--- config.mk ---
export PLATFORM = sky130hd
export DESIGN_NAME = matmul_engine_nxn_flat
export DESIGN_NICKNAME = d
export VERILOG_FILES = /design/src/rtl/matmul_engine_nxn_if.sv /design/src/rtl/matmul_engine_nxn.sv /design/src/flat_wrapper.sv
export SDC_FILE = /design/constraint.sdc
export NUM_CORES = 1
export LEC_CHECK = 0
export ABC_AREA = 1
export CAP_MARGIN = 40
export CORE_MARGIN = 10
export CORE_UTILIZATION = 35
export CTS_BUF_LIST = sky130_fd_sc_hd__clkbuf_4 sky130_fd_sc_hd__clkbuf_8
export DETAILED_ROUTE_END_ITERATION = 10
export GPL_TIMING_DRIVEN = 1
export PLACE_DENSITY = 0.52
export RECOVER_POWER = 25
export SLEW_MARGIN = 20
export SYNTH_ARGS = -nofsm -noshare
export SYNTH_HDL_FRONTEND = slang
export SYNTH_SLANG_ARGS = --single-unit
--- constraint.sdc ---
create_clock -name clk -period 7.65 [get_ports clk]
set_input_delay 1.1475 -clock clk [delete_from_list [all_inputs] [get_ports clk]]
set_output_delay 1.1475 -clock clk [all_outputs]
set_load 0.02 [all_outputs]
--- src/rtl/matmul_engine_nxn_if.sv ---
// Stream bundle for matmul_engine_nxn: A/B element input, job
// controls, C element output and job status.
interface matmul_engine_nxn_if #(
    parameter int DW   = 8,
    parameter int ACCW = 17
);
    logic signed [DW-1:0]   in_data;
    logic                   in_valid;
    logic                   in_ready;
    logic                   keep_b;
    logic                   transpose;
    logic                   relu;
    logic signed [ACCW-1:0] out_data;
    logic                   out_valid;
    logic                   out_ready;
    logic                   done;
    logic [1:0]             state;

    modport master (
        output in_data, in_valid, keep_b, transpose, relu, out_ready,
        input  in_ready, out_data, out_valid, done, state
    );

    modport slave (
        input  in_data, in_valid, keep_b, transpose, relu, out_ready,
        output in_ready, out_data, out_valid, done, state
    );
endinterface

--- src/rtl/matmul_engine_nxn.sv ---
// N x N signed matrix multiply on an output-stationary systolic array.
// Optional ReLU clamp on results is built only when TPU_RELU_EN is defined.
module matmul_engine_nxn #(
    parameter int N    = 2,
    parameter int DW   = 8,
    parameter int ACCW = 2*DW + $clog2(N)
) (
    input logic                clk,
    input logic                rst,
    matmul_engine_nxn_if.slave bus
);
    localparam int IW       = $clog2(N);
    localparam int CW       = $clog2(3*N);
    localparam int LAST_CYC = 3*N - 3;

    typedef enum logic [1:0] {
        S_IDLE    = 2'd0,
        S_LOAD    = 2'd1,
        S_COMPUTE = 2'd2,
        S_OUTPUT  = 2'd3
    } state_t;

    state_t        state_q;
    logic          in_ready_q;
    logic          out_valid_q;
    logic          done_q;
    logic          keep_q;
    logic          tr_q;
    logic          ld_sel;
    logic [IW-1:0] ld_r;
    logic [IW-1:0] ld_c;
    logic [CW-1:0] cyc;
    logic [IW-1:0] o_r;
    logic [IW-1:0] o_c;
`ifdef TPU_RELU_EN
    logic          relu_q;
`endif

    logic signed [DW-1:0]   a_mem  [N][N];
    logic signed [DW-1:0]   b_mem  [N][N];
    logic signed [DW-1:0]   a_pipe [N][N];
    logic signed [DW-1:0]   b_pipe [N][N];
    logic signed [ACCW-1:0] acc    [N][N];

    logic signed [DW-1:0]   feed_a [N];
    logic signed [DW-1:0]   feed_b [N];
    logic signed [DW-1:0]   a_in   [N][N];
    logic signed [DW-1:0]   b_in   [N][N];
    logic signed [2*DW-1:0] prod   [N][N];
    logic signed [ACCW-1:0] c_sel;
    logic signed [ACCW-1:0] c_out;

    logic in_fire;
    logic out_fire;
    logic col_last;
    logic row_last;
    logic ld_last;
    logic oc_last;
    logic or_last;

    assign in_fire  = bus.in_valid && in_ready_q;
    assign out_fire = out_valid_q && bus.out_ready;
    assign col_last = (ld_c == IW'(N-1));
    assign row_last = (ld_r == IW'(N-1));
    assign ld_last  = col_last && row_last && (ld_sel || keep_q);
    assign oc_last  = (o_c == IW'(N-1));
    assign or_last  = (o_r == IW'(N-1));

    // Job FSM, element loader and operand storage
    always_ff @(posedge clk) begin
        if (rst) begin
            state_q     <= S_IDLE;
            in_ready_q  <= 1'b1;
            out_valid_q <= 1'b0;
            done_q      <= 1'b0;
            keep_q      <= 1'b0;
            tr_q        <= 1'b0;
            ld_sel      <= 1'b0;
            ld_r        <= '0;
            ld_c        <= '0;
            cyc         <= '0;
            o_r         <= '0;
            o_c         <= '0;
`ifdef TPU_RELU_EN
            relu_q      <= 1'b0;
`endif
            for (int i = 0; i < N; i++) begin
                for (int j = 0; j < N; j++) begin
                    a_mem[i][j] <= '0;
                    b_mem[i][j] <= '0;
                end
            end
        end else begin
            done_q <= 1'b0;
            unique case (state_q)
                S_IDLE: begin
                    if (in_fire) begin
                        a_mem[0][0] <= bus.in_data;
                        keep_q      <= bus.keep_b;
                        ld_sel      <= 1'b0;
                        ld_r        <= '0;
                        ld_c        <= IW'(1);
                        state_q     <= S_LOAD;
                    end
                end
                S_LOAD: begin
                    if (in_fire) begin
                        for (int i = 0; i < N; i++) begin
                            for (int j = 0; j < N; j++) begin
                                if (int'(ld_r) == i && int'(ld_c) == j) begin
                                    if (ld_sel) b_mem[i][j] <= bus.in_data;
                                    else        a_mem[i][j] <= bus.in_data;
                                end
                            end
                        end
                        if (col_last) begin
                            ld_c <= '0;
                            if (row_last) begin
                                ld_r   <= '0;
                                ld_sel <= 1'b1;
                            end else begin
                                ld_r <= ld_r + 1'b1;
                            end
                        end else begin
                            ld_c <= ld_c + 1'b1;
                        end
                        if (ld_last) begin
                            state_q    <= S_COMPUTE;
                            in_ready_q <= 1'b0;
                            cyc        <= '0;
                            tr_q       <= bus.transpose;
`ifdef TPU_RELU_EN
                            relu_q     <= bus.relu;
`endif
                        end
                    end
                end
                S_COMPUTE: begin
                    cyc <= cyc + 1'b1;
                    if (int'(cyc) == LAST_CYC) begin
                        state_q     <= S_OUTPUT;
                        out_valid_q <= 1'b1;
                        o_r         <= '0;
                        o_c         <= '0;
                    end
                end
                S_OUTPUT: begin
                    if (out_fire) begin
                        if (oc_last) begin
                            o_c <= '0;
                            if (or_last) begin
                                o_r         <= '0;
                                state_q     <= S_IDLE;
                                out_valid_q <= 1'b0;
                                in_ready_q  <= 1'b1;
                                done_q      <= 1'b1;
                            end else begin
                                o_r <= o_r + 1'b1;
                            end
                        end else begin
                            o_c <= o_c + 1'b1;
                        end
                    end
                end
            endcase
        end
    end

    // Skewed edge feeds: row i / column j see operand k at cycle i+k / j+k
    always_comb begin
        for (int i = 0; i < N; i++) begin
            feed_a[i] = '0;
            feed_b[i] = '0;
            for (int k = 0; k < N; k++) begin
                if (int'(cyc) == i + k) begin
                    feed_a[i] = a_mem[i][k];
                    feed_b[i] = tr_q ? b_mem[i][k] : b_mem[k][i];
                end
            end
        end
    end

    // PE operand routing: A moves right, B moves down, one PE per cycle
    always_comb begin
        for (int i = 0; i < N; i++) begin
            a_in[i][0] = feed_a[i];
            b_in[0][i] = feed_b[i];
        end
        for (int i = 0; i < N; i++) begin
            for (int j = 1; j < N; j++) begin
                a_in[i][j] = a_pipe[i][j-1];
                b_in[j][i] = b_pipe[j-1][i];
            end
        end
        for (int i = 0; i < N; i++) begin
            for (int j = 0; j < N; j++) begin
                prod[i][j] = a_in[i][j] * b_in[i][j];
            end
        end
    end

    // Systolic array: cleared while loading, accumulates during compute
    always_ff @(posedge clk) begin
        if (rst || state_q == S_LOAD) begin
            for (int i = 0; i < N; i++) begin
                for (int j = 0; j < N; j++) begin
                    a_pipe[i][j] <= '0;
                    b_pipe[i][j] <= '0;
                    acc[i][j]    <= '0;
                end
            end
        end else if (state_q == S_COMPUTE) begin
            for (int i = 0; i < N; i++) begin
                for (int j = 0; j < N; j++) begin
                    a_pipe[i][j] <= a_in[i][j];
                    b_pipe[i][j] <= b_in[i][j];
                    acc[i][j]    <= acc[i][j] + ACCW'(prod[i][j]);
                end
            end
        end
    end

    // Row-major result select
    always_comb begin
        c_sel = '0;
        for (int i = 0; i < N; i++) begin
            for (int j = 0; j < N; j++) begin
                if (int'(o_r) == i && int'(o_c) == j) c_sel = acc[i][j];
            end
        end
    end

`ifdef TPU_RELU_EN
    assign c_out = (relu_q && c_sel[ACCW-1]) ? '0 : c_sel;
`else
    logic unused_relu;
    assign unused_relu = bus.relu;
    assign c_out       = c_sel;
`endif

    assign bus.out_data  = out_valid_q ? c_out : '0;
    assign bus.out_valid = out_valid_q;
    assign bus.in_ready  = in_ready_q;
    assign bus.done      = done_q;
    assign bus.state     = state_q;
endmodule

--- src/flat_wrapper.sv ---
// flat-port wrapper written by rule: the top's interface ports become plain ports
module matmul_engine_nxn_flat 
#(
    parameter int N    = 2,
    parameter int DW   = 8,
    parameter int ACCW = 2*DW + $clog2(N)
)
  (clk, rst, bus_in_data, bus_in_valid, bus_keep_b, bus_transpose, bus_relu, bus_out_ready, bus_in_ready, bus_out_data, bus_out_valid, bus_done, bus_state);
  matmul_engine_nxn_if #(.DW(DW), .ACCW(ACCW)) bus_i ();
  input logic clk;
  input logic rst;
  input wire logic [$bits(bus_i.in_data)-1:0] bus_in_data;
  input wire logic [$bits(bus_i.in_valid)-1:0] bus_in_valid;
  input wire logic [$bits(bus_i.keep_b)-1:0] bus_keep_b;
  input wire logic [$bits(bus_i.transpose)-1:0] bus_transpose;
  input wire logic [$bits(bus_i.relu)-1:0] bus_relu;
  input wire logic [$bits(bus_i.out_ready)-1:0] bus_out_ready;
  output wire logic [$bits(bus_i.in_ready)-1:0] bus_in_ready;
  output wire logic [$bits(bus_i.out_data)-1:0] bus_out_data;
  output wire logic [$bits(bus_i.out_valid)-1:0] bus_out_valid;
  output wire logic [$bits(bus_i.done)-1:0] bus_done;
  output wire logic [$bits(bus_i.state)-1:0] bus_state;
  assign bus_i.in_data = bus_in_data;
  assign bus_i.in_valid = bus_in_valid;
  assign bus_i.keep_b = bus_keep_b;
  assign bus_i.transpose = bus_transpose;
  assign bus_i.relu = bus_relu;
  assign bus_i.out_ready = bus_out_ready;
  assign bus_in_ready = bus_i.in_ready;
  assign bus_out_data = bus_i.out_data;
  assign bus_out_valid = bus_i.out_valid;
  assign bus_done = bus_i.done;
  assign bus_state = bus_i.state;
  matmul_engine_nxn #(.N(N), .DW(DW), .ACCW(ACCW)) u_core (.clk(clk), .rst(rst), .bus(bus_i));
endmodule
==> impl_metrics.csv, run 1 <==
group,metric,value,unit
die,fp.dieH,263,µm
status,violations,"capacitance limit, slew limit",
route,drc_errors,0,
synthesis,synth_warnings,0,
route,drt_iter0_markers,1042,
clock_tree,cts_resized,0,
synthesis,synth-seq-area-share,25.4,%
timing,final.setup.tns,0,ns
route,drt_wl_total,53.3,mm
worst_setup_path,cpPeakStageDelay,0.56,ns
timing,rsz0062_at_grt,"no",
clock_tree,postCtsSetupRepairBufs,0,
synthesis,synth_area,20600,µm²
worst_setup_path,endpoint_kind,"flop",
die,row_count,88,
clock_tree,path_clk_slew,0.12,ns
clock_tree,clk_latency,0.57,ns
timing,clock_skew,0.0280,ns
flow_run,drv_cap,1,
finish,area_delta_synth_final,8.18,%
die,start_util,35.5,%
global_routing,track_usage,16.0,%
die,core,58000,µm²
clock_tree,holdBufCountCts,0,
worst_setup_path,crit_fanout,20,
clock_tree,clockBufferDepth,2,
timing,period_share,89.3,%
worst_setup_path,slowest_stage,"fa_1",
place,dp_hpwl,43.9,mm
timing,relSlewSlack,-44.3,%
worst_hold_path,hp-start,"u_core.keep_q",
worst_setup_path,path_cells,"inv_1, ha_1, inv_2, nor2_8, inv_2, nor2_2, o211ai_1, o21ai_2, inv_1, nor2_1, inv_1, fa_1, inv_1, fa_1, fa_1, fa_1, fa_1, ha_1, nand2_1, o21ai_0, inv_1, o21bai_1, o21ai_0, a21oi_1",
place,gp_congestion,0.906,
worst_setup_path,crit_required,8.07,ns
clock_tree,clock-sinks,179,
status,outcome,"complete, but fails checks",
worst_setup_path,cp.arrival,7.25,ns
worst_setup_path,timing.critical_path.from,"u_core.cyc[1]",
route,vias,15000,
place,port_buffers,35,
global_routing,antenna_found_initial,2,
clock_tree,root_buffer,"clkbuf_8",
worst_setup_path,critPathTopFamily,"adder cells",
synthesis,ys_types,51,
global_routing,grt_pass1_vias,15600,
clock_tree,cts_tree,"yes",
timing,fmax,0.146,GHz
die,dieArea,69000,µm²
route,avgRoutedWirePerCell,17.1,µm
synthesis,synth.avg_cell_area,8.92,µm²
route,viasPerCell,4.81,
global_routing,grt_pass1_wl,87.1,mm
synthesis,ys_ff_latch,179,
route,dr.pass1.iters,5,
die,ioPinCount,37,
synthesis,async_flop_share,0,%
synthesis,synth_edf_count,164,
finish,nNetsFinal,2818,
timing,setup_viol,0,
route,postRouteAntennaNets,0,
timing,worst_pin_slew,2.16,ns
worst_setup_path,critPathBufInv,7,
timing,period_minus_slack,6.83,ns
timing,slew_violations,34,
global_routing,grt_overflow,0,
timing,hold_viol,0,
global_routing,grt_max_degree,66,
clock_tree,cts_buffers,17,
worst_setup_path,critical_path_class,"flop to flop",
synthesis,syn-num-nets,2796,
worst_hold_path,hold_path_class,"flop to flop",
finish,drive_gt1_share,4.73,%
worst_setup_path,start_kind,"flop",
clock_tree,htreeDepth,4,
synthesis,syn_inst,2311,
worst_setup_path,ff2ff_setup_slack,0.82,ns
synthesis,ys.flop_type,"edfxtp_1",
worst_setup_path,r2r_start,"u_core.cyc[1]",
die,die_x,263,µm
## path summary, 6_finish.rpt
| kind | endpoint | cells past startpoint |
|---|---|---|
| worst min-delay path | u_core.keep_q | 2 |
| worst min register to register | u_core.keep_q | 2 |
| worst max-delay path | u_core.acc[0][10] | 24 |
| worst max register to register | u_core.acc[0][10] | 24 |
## per-layer routing
metal	wire (µm)	vias to the layer above	GRT usage [%]
li1	-	7187	-
met1	24500	7445	21.6
met2	25000	299	25.9
met3	2490	54	2.54
met4	1270	0	4.66
met5	0	-	0
## worst min-delay path: stages, from the launching register on
cell     delay, ns
dfxtp_1       0.32
inv_1         0.07
o31ai_1       0.07
## layout by cell type, fill, tap and decap left out, drive strengths merged, types with 5 or more instances in the layout
cell type,instances
nand4,6
nor2,328
o21ai,93
a21oi,97
fa,304
nand3,70
o21a,6
nor3,5
dfxtp,15
edfxtp,164
xnor2,8
xor2,8
o211ai,17
a21o,8
nand2,383
clkinv,9
ha,166
inv,527
or2,18
clkbuf,18
clkdlybuf4s50,28
dlygate4sd3,7
a32oi,7
buf,17
o22ai,6
o21bai,5
## area by class of cell
class                      instances  area, µm²
clock buffer                      17        234
antenna                            2       5.00
timing repair buffer              53        517
fill                            5858      35700
tap                              765        957
multi-input combinational       1560      13200
sequential                       179       5230
clock inverter                    15        191
inverter                         522       1960
## through the flow
step / util (%) / instances / instance area, µm² / hold WS, ns / setup slack (ns)
after floorplan: - / 2311 / 20600 / 0.447 / 1.69
after global placement: 37.6 / 3074 / 21800 / 0.472 / 0.849
after detailed placement: 37.7 / 3078 / 21900 / 0.480 / 0.864
after CTS: 38.4 / 3110 / 22300 / 0.503 / 0.825
after global routing: 38.4 / 3112 / 22300 / 0.539 / 0.279
final: 38.4 / 3113 / 22300 / 0.496 / 0.822
## registers in the layout, summed over array words and instances (netlist names)
name and cells:
u_core.a_mem 32, u_core.a_pipe 16, u_core.acc 68, u_core.b_mem 32, u_core.b_pipe 16, u_core.bus.done 1, u_core.bus.in_ready 1, u_core.bus.out_valid 1
u_core.bus.state 2, u_core.col_last 1, u_core.cyc 3, u_core.keep_q 1, u_core.ld_r 1, u_core.ld_sel 1, u_core.o_c 1, u_core.o_r 1
u_core.tr_q 1
## cell usage after synthesis (all sizes together), types with 2 or more instances
library cell,count,area share (%)
a21oi,97,2.4
nand3b,3,0.11
xnor2,8,0.34
a22oi,2,0.12
xor2,8,0.34
nor2,328,6.1
a21boi,4,0.15
o221ai,4,0.17
o21a,6,0.22
a32oi,7,0.52
a211oi,4,0.15
nand2,383,7.0
nand3,70,1.7
o21bai,5,0.18
or2,18,0.55
nand4,6,0.21
o21ai,93,2.7
clkbuf,39,0.71
buf,11,0.37
o211ai,17,0.62
a21o,8,0.29
nor4,2,0.061
nor3,5,0.15
edfxtp,164,24
inv,520,9.5
dfxtp,15,1.5
o22ai,6,0.18
clkinv,2,0.036
ha,166,10
fa,304,30
## logic make-up after synthesis
| kind of cell | count (synthesis) | share of synthesized area [%] |
|---|---|---|
| simple gates | 816 | 15.9 |
| buf+inv | 572 | 10.6 |
| fa+ha+maj | 470 | 39.6 |
| compound gates | 258 | 7.90 |
| flops | 179 | 25.4 |
| xor+xnor | 16 | 0.680 |
Power of run 1 is left out: the tool's default activity adds up to more than one toggle a clock period on the data nets, which glitch-free logic cannot reach.
==> inputs of run 2 (changes only) <==
--- a/config.mk
+++ b/config.mk
@@ -8,13 +8,12 @@
 export ABC_AREA = 1
 export CAP_MARGIN = 40
 export CORE_MARGIN = 10
-export CORE_UTILIZATION = 35
+export CORE_UTILIZATION = 60
 export CTS_BUF_LIST = sky130_fd_sc_hd__clkbuf_4 sky130_fd_sc_hd__clkbuf_8
 export DETAILED_ROUTE_END_ITERATION = 10
 export GPL_TIMING_DRIVEN = 1
-export PLACE_DENSITY = 0.52
-export RECOVER_POWER = 25
-export SLEW_MARGIN = 20
+export PLACE_DENSITY = 0.79
+export RECOVER_POWER = 100
 export SYNTH_ARGS = -nofsm -noshare
 export SYNTH_HDL_FRONTEND = slang
 export SYNTH_SLANG_ARGS = --single-unit
==> impl_metrics.csv, run 2 (synthesis results as in run 1) <==
group,metric,value,unit
worst_setup_path,start_kind,"flop",
timing,hold_viol,0,
route,top_layer,"met4",
worst_setup_path,endpoint_kind,"flop",
place,gp_congestion,0.978,
route,avgRoutedWirePerCell,17.7,µm
place,dpl_cell_area,21400,µm²
timing,slew_violations,164,
timing,worst_pin_slew,2.26,ns
finish,diodes,0,
route,m1WireLength,19.4,mm
finish,postLayoutCellArea,21800,µm²
finish,drive_gt1_share,4.48,%
place,port_buffers,35,
route,vias,15500,
finish,final_cell_mix,"inv_1, nand2_1, nor2_1",
timing,clock_skew,0.0173,ns
clock_tree,clock-sinks,179,
clock_tree,root_buffer,"clkbuf_8",
clock_tree,clk_latency,0.53,ns
route,drt_iter0_markers,1296,
clock_tree,cts_buffers,17,
worst_setup_path,cp.arrival,7.45,ns
finish,top_register,"u_core.acc",
timing,period_share,92.4,%
die,start_util,61.2,%
worst_setup_path,worst_r2r_path_depth,28,
route,wl_met2,24.2,mm
worst_setup_path,r2r_start,"u_core.cyc[1]",
timing,fmax,0.141,GHz
route,drt_wl_total,49.6,mm
worst_hold_path,hold_path_class,"flop to flop",
clock_tree,clockBufferDepth,2,
die,ioPinCount,37,
timing,final.setup.tns,0,ns
route,postRouteAntennaNets,0,
clock_tree,postCtsSetupRepairBufs,0,
worst_setup_path,worstReg2RegEnd,"u_core.acc[0][16]",
status,outcome,"complete, but fails checks",
worst_setup_path,cpPeakStageDelay,0.59,ns
finish,final_common_cell,"inv_1",
worst_setup_path,timing.critical_path.from,"u_core.cyc[1]",
global_routing,antenna_found_initial,0,
finish,largest_register_ffs,68,
timing,period_minus_slack,7.07,ns
route,met3_length,4.04,mm
global_routing,grt_overflow,0,
worst_setup_path,critical_path_class,"flop to flop",
global_routing,grt_pass1_vias,16200,
route,drc_errors,0,
die,die_x,205,µm
die,dieArea,42200,µm²
worst_setup_path,crit_fanout,20,
timing,setup_viol,0,
clock_tree,path_clk_slew,0.11,ns
die,core,33700,µm²
global_routing,grt_max_degree,61,
flow_run,drv_cap,4,
finish,area_delta_synth_final,5.96,%
status,violations,"capacitance limit, slew limit",
clock_tree,cts_resized,0,
clock_tree,cts_tree,"yes",
worst_setup_path,crit_required,8.03,ns
worst_setup_path,slowest_stage,"fa_1",
route,dr.pass1.iters,5,
die,row_count,67,
clock_tree,holdBufCountCts,0,
global_routing,track_usage,24.8,%
die,fp.dieH,205,µm
worst_setup_path,cp-endpoint,"u_core.acc[0][16]",
worst_setup_path,ff2ff_setup_slack,0.58,ns
timing,rsz0062_at_grt,"no",
finish,top_regs,"u_core.acc (68), u_core.a_mem (32), u_core.b_mem (32)",
finish,nNetsFinal,2817,
timing,relSlewSlack,-50.5,%
clock_tree,htreeDepth,4,
place,dp_hpwl,40.3,mm
global_routing,grt_pass1_wl,82.3,mm
route,viasPerCell,5.56,
-- run 2: cell types whose count changed in the layout (fill, tap and decap cells not counted), moves of 2 or more --
cell | before | now
clkdlybuf4s50_1 | 28 | 10
dlygate4sd3_1 | 7 | 25
inv_12 | 0 | 6
clkbuf_1 | 1 | 4
buf_16 | 2 | 0
buf_2 | 2 | 0
diode_2 | 2 | 0
inv_6 | 3 | 1
-- run 2: critical path, delay by kind of cell, from the launching register on --
family | cells | cell delay (ns)
adder cells (fa/ha/maj) | 7 | 3.21
buffers and inverters | 9 | 1.43
AND/OR/NAND/NOR | 9 | 1.26
AO/OA/AOI/OAI | 3 | 0.67
flip-flops | 1 | 0.35
-- run 2: per-stage QoR --
step / setup WS, ns / util, % / hold slack, ns / cells
2_1_floorplan: 1.69 / - / 0.447 / 2311
3_3_place_gp: 0.894 / 63.5 / 0.462 / 2755
3_5_place_dp: 0.718 / 63.6 / 0.470 / 2760
4_1_cts: 0.607 / 65.0 / 0.486 / 2792
5_1_grt: 0.183 / 64.8 / 0.518 / 2793
6_report: 0.580 / 64.8 / 0.487 / 2793
-- run 2: final cells by class --
class / instances / area (µm²)
Multi-Input combinational cell: 1560 / 13200
Sequential cell: 179 / 5230
Clock inverter: 15 / 214
Clock buffer: 17 / 234
Fill cell: 2749 / 11900
Inverter: 522 / 1960
Timing Repair Buffer: 52 / 460
Tap cell: 448 / 561
-- run 2: worst min-delay path by stage --
stage	end	from	slack [ns]	cells after the start
2_1_floorplan	u_core.keep_q	u_core.keep_q	0.45	2
3_3_place_gp	u_core.bus.out_valid	u_core.bus.out_valid	0.46	2
3_5_place_dp	u_core.bus.out_valid	u_core.bus.out_valid	0.47	2
4_1_cts	u_core.bus.out_valid	u_core.bus.out_valid	0.49	2
5_1_grt	u_core.keep_q	u_core.keep_q	0.52	2
6_report	u_core.bus.out_valid	u_core.bus.out_valid	0.49	2
-- run 2: layer usage --
layer  global-route usage (%)  vias to the layer above
met4                     10.3                        0
li1                         -                     7180
met3                     4.70                      107
met5                        0                        -
met2                     41.6                      610
met1                     31.1                     7620
Power of run 2 is left out for the same reason.
